`config.mk`:
```
export PLATFORM = sky130hd
export DESIGN_NAME = tdm_demux_5ch
export DESIGN_NICKNAME = d
export VERILOG_FILES = /design/src/rtl/tdm_demux_5ch_pkg.sv /design/src/rtl/tdm_gap_timer.sv /design/src/rtl/tdm_demux_5ch.sv
export SDC_FILE = /design/constraint.sdc
export NUM_CORES = 1
export LEC_CHECK = 0
export CORE_MARGIN = 1.5
export CORE_UTILIZATION = 45
export CTS_BUF_LIST = sky130_fd_sc_hd__clkbuf_16
export DETAILED_ROUTE_END_ITERATION = 12
export GPL_TIMING_DRIVEN = 0
export MAX_ROUTING_LAYER = met4
export PLACE_DENSITY_LB_ADDON = 0.25
export SYNTH_ARGS = -nofsm -noshare
export SYNTH_HDL_FRONTEND = slang
export SYNTH_SLANG_ARGS = --single-unit
```
`constraint.sdc`:
```
create_clock -name clk -period 1.8 [get_ports clk]
set_clock_uncertainty 0.1 [all_clocks]
set_input_delay 0.36 -clock clk [delete_from_list [all_inputs] [get_ports clk]]
set_output_delay 0.36 -clock clk [all_outputs]
set_load 0.005 [all_outputs]
```
`src/rtl/tdm_demux_5ch_pkg.sv`:
```
// Shared constants and state encoding for the TDM link (receiver and transmitter side).
package tdm_demux_5ch_pkg;
  localparam int NUM_CH    = 5;
  localparam int SEL_W     = 3;
  localparam int LAST_SLOT = 4;

  typedef enum logic {
    ST_IDLE = 1'b0,
    ST_RECV = 1'b1
  } state_t;
endpackage

```
`src/rtl/tdm_gap_timer.sv`:
```
// Idle-gap counter: counts enabled cycles, pulses o_expired on the GAP_MAX-th one.
module tdm_gap_timer #(
  parameter int GAP_MAX = 16,
  parameter int GAP_W   = 5
) (
  input  logic clk,
  input  logic reset_n,
  input  logic i_clear,
  input  logic i_en,
  output logic o_expired
);
  localparam bit ENABLED = (GAP_MAX != 0);

  logic [GAP_W-1:0] r_cnt;
  logic [GAP_W-1:0] w_cnt_inc;

  // Compare after increment so the pulse lands on the GAP_MAX-th idle cycle itself.
  assign w_cnt_inc = r_cnt + GAP_W'(1);
  assign o_expired = ENABLED && i_en && !i_clear && (w_cnt_inc == GAP_W'(GAP_MAX));

  always_ff @(posedge clk) begin
    if (!reset_n) begin
      r_cnt <= '0;
    end else if (i_clear || o_expired || !ENABLED) begin
      r_cnt <= '0;
    end else if (i_en) begin
      r_cnt <= w_cnt_inc;
    end
  end
endmodule

```
`src/rtl/tdm_demux_5ch.sv`:
```
// Serial TDM receiver: collects 5 slot bits per frame into a shadow register and
// publishes them to ch_out atomically when slot 4 arrives.
module tdm_demux_5ch
  import tdm_demux_5ch_pkg::*;
#(
  parameter int GAP_MAX = 16,
  parameter int GAP_W   = 5
) (
  input  logic              clk,
  input  logic              reset_n,
  input  logic              din,
  input  logic              din_valid,
  input  logic              sof,
  output logic [NUM_CH-1:0] ch_out,
  output logic              frame_valid,
  output logic              frame_err,
  output logic              busy,
  output logic [SEL_W-1:0]  cur_sel
);
  // Input stream has no back-pressure: every cycle with din_valid high carries
  // exactly one slot bit, and sof is only meaningful when din_valid is high.
  state_t            r_state;
  logic [NUM_CH-2:0] r_shadow;
  logic              w_gap_en;
  logic              w_gap_expired;

  assign w_gap_en = (r_state == ST_RECV) && !din_valid;
  assign busy     = (r_state == ST_RECV);

  tdm_gap_timer #(
    .GAP_MAX (GAP_MAX),
    .GAP_W   (GAP_W)
  ) u_gap_timer (
    .clk       (clk),
    .reset_n   (reset_n),
    .i_clear   (!w_gap_en),
    .i_en      (w_gap_en),
    .o_expired (w_gap_expired)
  );

  always_ff @(posedge clk) begin
    if (!reset_n) begin
      r_state     <= ST_IDLE;
      r_shadow    <= '0;
      ch_out      <= '0;
      cur_sel     <= '0;
      frame_valid <= 1'b0;
      frame_err   <= 1'b0;
    end else begin
      frame_valid <= 1'b0;
      frame_err   <= 1'b0;
      case (r_state)
        ST_IDLE: begin
          if (din_valid) begin
            if (sof) begin
              r_shadow[0] <= din;
              cur_sel     <= SEL_W'(1);
              r_state     <= ST_RECV;
            end else begin
              frame_err <= 1'b1;
            end
          end
        end
        ST_RECV: begin
          if (din_valid) begin
            if (sof) begin
              // Early restart: drop the partial frame, the new bit is slot 0.
              frame_err   <= 1'b1;
              r_shadow[0] <= din;
              cur_sel     <= SEL_W'(1);
            end else if (cur_sel == SEL_W'(LAST_SLOT)) begin
              ch_out      <= {din, r_shadow};
              frame_valid <= 1'b1;
              cur_sel     <= '0;
              r_state     <= ST_IDLE;
            end else begin
              r_shadow[cur_sel[1:0]] <= din;
              cur_sel                <= cur_sel + SEL_W'(1);
            end
          end else if (w_gap_expired) begin
            frame_err <= 1'b1;
            cur_sel   <= '0;
            r_state   <= ST_IDLE;
          end
        end
        default: begin
          r_state <= ST_IDLE;
          cur_sel <= '0;
        end
      endcase
    end
  end
endmodule

```
==> metrics.md, run 1 <==
| Metric | Value |
|---|---|
| Status | `finished clean` |
| RePlAce Congestion | `0.873` |
| R2R cell count | `6` |
| Initial antenna violation count | `0` |
| Root buffer cell | `clkbuf_16` |
| Headroom to the max-slew limit | `0.748` |
| Commonest non-fill, non-tap cell in the layout | `dfxtp_1` |
| Synth async-reset ratio | `0` |
| DIE WIDTH | `around 50 um` |
| Hold Buf Count CTS | `0` |
| Crit path required time | `1840 ps` |
| DRT iter0 DRCs | `14` |
| Top Ports | `16` |
| Crit path launch type | `primary input` |
| IO Port Bufs | `14` |
| Number of synthesized flops with an enable pin | `0` |
| RSZ-0062 raised after global routing | `true` |
| Placement row count | `16` |
| Commonest non-fill, non-tap cells in the layout | `dfxtp_1, nor2_1, clkdlybuf4s50_1` |
| CTS tree | `built` |
| Setup CP Type | `in -> reg` |
| Hold Crit Class | `in -> reg` |
| # DRC | `0` |
| TritonRoute pass-1 iters | `4` |
| Final Hold Fails | `0` |
| DRT Wirelength | `1880 um` |
| Synth warn | `0` |
| GRT overflow | `0` |
| Fin crit share | `0.961` |
| Reg2Reg Capture Point | `r_shadow[0]$_SDFFE_PN0P_` |
| Number of global-route vias before repair | `706` |
| Critical-path top delay cell | `clkdlybuf4s50_1` |
| Worst setup EP type | `flip-flop` |
| RR Startpoint | `cur_sel[0]$_SDFFE_PN0P_` |
| Hpwl dp | `between 1000 and 1500 um` |
| Data arrival time of the critical path | `1770 ps` |
| Seq cells post-synth | `20` |
| Pwr dens | `around 900 nW/um^2` |
| Unique masters post-synth | `32` |
| Hold Startpoint | `din_valid` |
| Setup Buffers After CTS | `0` |
| Largest net degree at the start of global routing | `13` |
| Mean routed wirelength per cell | `12.6 um` |
| Max-slew violation count | `0` |
| Hold WS | `355 ps` |
| Worst-path clk slew | `60 ps` |
| Worst Hold Path EP | `busy$_SDFF_PN0_` |
| Antenna Nets Post-Route | `0` |
| Worst path max stage delay | `520 ps` |
| Avg Cell Area, Syn | `roughly 9.3 um^2` |
| Crit path max-delay family | `buffers and inverters` |
| Crit-path cells | `clkdlybuf4s50_1 > nor2b_1 > buf_2 > nand4_2 > mux2i_1 > nor2_1` |
| CP Buf/Inv Count | `2` |
| Area Growth Syn to Fin | `31.0%` |
| Gate count of the mapped netlist | `104` |
| First-pass GRT wire length | `about 3100 um` |
| Flop2flop setup slack | `90 ps` |
| Worst-path maximum fanout | `8` |
| Count of final setup violators | `0` |
| Post-synthesis cell area | `966 um^2` |
| Register area share after synthesis | `0.415` |
| DIE HEIGHT | `49.3 um` |
| ANT cells | `0` |
| Avg Vias per Cell | `5.38` |
| Via Count | `801` |
| Core area | `1980 um^2` |
| CTS Buf Count | `3` |
| Peak VDD IR | `around 0.00056 V` |
| Post-synth top flop | `dfxtp_1` |
| Clk sink count | `20` |
| H-tree depth | `1` |
| Total of max-cap violations | `0` |
| Syn nets | `between 100 and 150` |
| Hold depth | `3` |
| Starting density of the core | `0.487` |
| Layout cell share with drive strength beyond 1 | `0.123` |
| Minimum clock period | `1730 ps` |
| Die area | `between 2000 and 2500 um^2` |
| Final design utilization | `0.638` |
| Longest Clk Path Bufs | `2` |
| Slew at the pin with the worst max-slew slack | `379 ps` |
| Worst skew pair latency | `roughly 250 ps` |
| Net count, final | `134` |
| Gr usage total | `0.172` |
| FMAX | `578 MHz` |
| Leakage | `~0.00056 uW` |
| Setup TNS | `0 ps` |
| Post-CTS Resized | `2` |
==> sequential cells by signal, indices dropped and copies added, names as in the netlist <==
name and count:
u_gap_timer.r_cnt 5, cur_sel 3, ch_out 5, busy 1
frame_valid 1, frame_err 1, r_shadow 4
==> worst register-to-register path: cells and delay by family (launching register included) <==
kind	cells	cell delay, ps
AND/OR/NAND/NOR	2	250
adder cells (fa/ha/maj)	1	290
flip-flops	1	380
AO/OA/AOI/OAI	1	220
buffers and inverters	1	140
multiplexers	1	220
==> synth_stat cells (2+ instances only) <==
| cell type | n | area [um^2] |
|---|---|---|
| mux2i_1 | 9 | 90.1 |
| nand3_1 | 7 | 35.0 |
| inv_1 | 4 | 15.0 |
| a21boi_1 | 2 | 15.0 |
| and3b_1 | 2 | 17.5 |
| nor2_1 | 15 | 56.3 |
| o21ai_0 | 6 | 30.0 |
| nand2_1 | 7 | 26.3 |
| ha_1 | 6 | 75.1 |
| nor2b_1 | 2 | 12.5 |
| a21oi_1 | 2 | 10.0 |
| buf_2 | 2 | 10.0 |
| dfxtp_1 | 20 | 400 |
| o21a_1 | 2 | 15.0 |
==> per-stage QoR <==
step                      power [uW]  worst slack, ps  area, um^2  instances
after floorplan                  513              123         966        104
final                           1150             69.7        1260        149
after global routing            1190            -28.3        1260        149
after detailed placement         546             -168        1140        145
after global placement           546             -171        1140        145
after CTS                       1150             31.4        1260        149
==> report_power, final <==
part	internal (uW)	leakage, uW	switching (uW)
logic	36.9	0.000348	45.3
clock network	441	0.0000511	170
registers	451	0.000162	7.45
total	929	0.000561	223
==> per-layer routing <==
metal	track usage	vias up	wire (um)
li1	-	402	-
met1	0.208	373	856
met2	0.288	20	912
met3	0.0276	6	78
met4	0.0571	0	27
met5	-	-	0
==> worst max-delay path by stage <==
stage | from | to | slack (ps) | cells past startpoint
after floorplan | u_gap_timer.r_cnt[0]$_SDFFE_PP0P_ | cur_sel[0]$_SDFFE_PN0P_ | 120 | 5
after global placement | sof | ch_out[2]$_SDFFE_PN0P_ | -170 | 6
after detailed placement | sof | ch_out[3]$_SDFFE_PN0P_ | -170 | 6
after CTS | u_gap_timer.r_cnt[0]$_SDFFE_PP0P_ | cur_sel[1]$_SDFFE_PN0P_ | 30 | 5
after global routing | sof | ch_out[4]$_SDFFE_PN0P_ | -30 | 6
final | sof | ch_out[1]$_SDFFE_PN0P_ | 70 | 6
==> cell type report <==
| type | count | area (um^2) |
|---|---|---|
| Fill cell | 154 | 717 |
| Multi-Input combinational cell | 76 | 552 |
| Sequential cell | 20 | 402 |
| Timing Repair Buffer | 14 | 140 |
| Clock buffer | 3 | 75.1 |
| Tap cell | 27 | 33.8 |
| Clock inverter | 1 | 30.0 |
| Inverter | 5 | 18.8 |
| Buffer | 3 | 13.8 |
==> logic make-up after synthesis <==
kind of cell,count (synthesis),synth area share
AOI/OAI and AO/OA,21,0.155
xor gates and xnor gates,3,0.0350
adders and majority gates,6,0.0777
muxes,9,0.0933
DFF,20,0.415
and+or+nand+nor,37,0.190
buffers and inverters,8,0.0337
No activity file was read; power rests on OpenSTA's default activity.
==> run 2, diff against run 1 <==
--- a/config.mk
+++ b/config.mk
@@ -10,7 +10,6 @@
 export CTS_BUF_LIST = sky130_fd_sc_hd__clkbuf_16
 export DETAILED_ROUTE_END_ITERATION = 12
 export GPL_TIMING_DRIVEN = 0
-export MAX_ROUTING_LAYER = met4
 export PLACE_DENSITY_LB_ADDON = 0.25
 export SYNTH_ARGS = -nofsm -noshare
 export SYNTH_HDL_FRONTEND = slang
==> run 2 against run 1 <==
  * Fmax about the same
  * Non-clock buffer count is the same
  * Utilization unchanged
  * Clock power barely moved
  * Sequential share of layout area is the same
  * Cell count did not move
  * Critical endpoint unchanged
==> metrics.md, run 2 (same netlist as run 1, synthesis figures left out) <==
| Metric | Value |
|---|---|
| Status | `finished clean` |
| Slew at the pin with the worst max-slew slack | `385 ps` |
| Max-slew violation count | `0` |
| GR Util met3 | `0.0276` |
| Core area | `1980 um^2` |
| FMAX | `between 500 and 600 MHz` |
| Flop2flop setup slack | `90 ps` |
| TritonRoute pass-1 iters | `4` |
| Dpl ws | `-168 ps` |
| Setup WS post-layout | `69.2 ps` |
| Number of global-route vias before repair | `702` |
| DRT iter0 DRCs | `18` |
| Placed Instance Area | `1140 um^2` |
| CP Buf/Inv Count | `2` |
| Die area | `2430 um^2` |
| Commonest non-fill, non-tap cell in the layout | `dfxtp_1` |
| Hold WS | `360 ps` |
| Peak VDD IR | `0.000561 V` |
| Largest net degree at the start of global routing | `13` |
| Number of fill cells | `154` |
| Net count, final | `~130` |
| Minimum clock period | `~1700 ps` |
| Routing usage on met2 | `0.288` |
| Worst skew pair latency | `about 250 ps` |
| Worst-path clk slew | `60 ps` |
| RePlAce Congestion | `approximately 0.86` |
| Met1 Usage GRT | `0.208` |
| Post-CTS Resized | `2` |
| Hold depth | `1` |
| Leakage | `0.000561 uW` |
| Area Growth Syn to Fin | `31.0%` |
| Mean routed wirelength per cell | `around 13 um` |
| Fin crit share | `0.962` |
| Headroom to the max-slew limit | `0.743` |
| IO Port Bufs | `14` |
| Crit path max-delay family | `buffers and inverters` |
| Pwr Total | `between 1000 and 1500 uW` |
| Crit-path cells | `clkdlybuf4s50_1 > nor2b_1 > buf_2 > nand4_2 > mux2i_1 > nor2_1` |
| Worst setup EP type | `flip-flop` |
| Count of final setup violators | `0` |
| R2R cell count | `6` |
| Starting density of the core | `0.487` |
| Worst-path maximum fanout | `8` |
| ANT cells | `0` |
| Data arrival time of the critical path | `1770 ps` |
| DRT Wirelength | `between 1500 and 2000 um` |
| Layout cell share with drive strength beyond 1 | `0.123` |
| DIE WIDTH | `between 40 and 50 um` |
| Antenna Nets Post-Route | `0` |
| Total of max-cap violations | `0` |
| Longest Clk Path Bufs | `2` |
| GRT overflow | `0` |
| WP depth | `6` |
| Root buffer cell | `clkbuf_16` |
| Setup CP Type | `in -> reg` |
| Gr usage total | `0.167` |
| Clk sink count | `20` |
| Avg Vias per Cell | `roughly 5.3` |
| Initial antenna violation count | `0` |
| Top Ports | `16` |
| Hold Crit Class | `reg -> reg` |
| Crit path required time | `1840 ps` |
| Grt peak-use layer | `met2` |
| Worst path max stage delay | `~520 ps` |
| Final design utilization | `0.638` |
| Final Hold Fails | `0` |
| Pwr dens | `910 nW/um^2` |
| RSZ-0062 raised after global routing | `true` |
| Critical-path top delay cell | `clkdlybuf4s50_1` |
| Placement row count | `16` |
| Biggest regs | `ch_out x5, u_gap_timer.r_cnt x5, r_shadow x4` |
| Hpwl dp | `1300 um` |
| CTS Buf Count | `3` |
| DIE HEIGHT | `49.3 um` |
| Via Count | `between 700 and 800` |
| H-tree depth | `1` |
| CTS tree | `built` |
| Fin area | `1260 um^2` |
| Commonest non-fill, non-tap cells in the layout | `dfxtp_1, nor2_1, clkdlybuf4s50_1` |
| Setup Buffers After CTS | `0` |
| First-pass GRT wire length | `roughly 3100 um` |
| Hold Buf Count CTS | `0` |
| Crit path launch type | `primary input` |
| # DRC | `0` |
run 2: path summary, 6_finish.rpt:
check,from,end
setup / recovery,sof,ch_out[1]$_SDFFE_PN0P_
hold reg to reg,u_gap_timer.r_cnt[0]$_SDFFE_PP0P_,u_gap_timer.r_cnt[0]$_SDFFE_PP0P_
setup reg to reg,cur_sel[1]$_SDFFE_PN0P_,r_shadow[0]$_SDFFE_PN0P_
hold / removal,u_gap_timer.r_cnt[0]$_SDFFE_PP0P_,u_gap_timer.r_cnt[0]$_SDFFE_PP0P_
run 2: cell type report:
type,count,area [um^2],share of cell area
buffer,3,13.8,0.0109
clock buffer,3,75.1,0.0593
clock inverter,1,30.0,0.0237
inverter,5,18.8,0.0148
multi-input combinational,76,552,0.436
sequential,20,402,0.318
tap,27,33.8,0.0267
timing repair buffer,14,140,0.111
run 2: metrics by stage:
stage,setup TNS (ps),std cells
final,0,149
after global routing,-109,149
after CTS,0,149
after detailed placement,-839,145
after global placement,-839,145
after floorplan,0,104
run 2: power breakdown:
| group | leakage (uW) | internal (uW) | switching [uW] |
|---|---|---|---|
| Combinational | 0.000348 | 36.9 | 45.4 |
| Clock | 0.0000511 | 441 | 169 |
| Sequential | 0.000162 | 451 | 7.47 |
run 2: metal layers:
| metal | up-vias | share of wire |
|---|---|---|
| met5 | - | 0 |
| met4 | 0 | 0.011 |
| met3 | 4 | 0.028 |
| met2 | 14 | 0.49 |
| met1 | 365 | 0.47 |
| li1 | 401 | - |
run 2: worst register-to-register path: cells and delay by family (launching register included):
| family | cells | cell delay (ps) |
|---|---|---|
| fa+ha+maj | 1 | 260 |
| flops | 1 | 440 |
| compound gates | 1 | 220 |
| buf+inv | 1 | 110 |
| simple gates | 2 | 250 |
| mux | 1 | 220 |
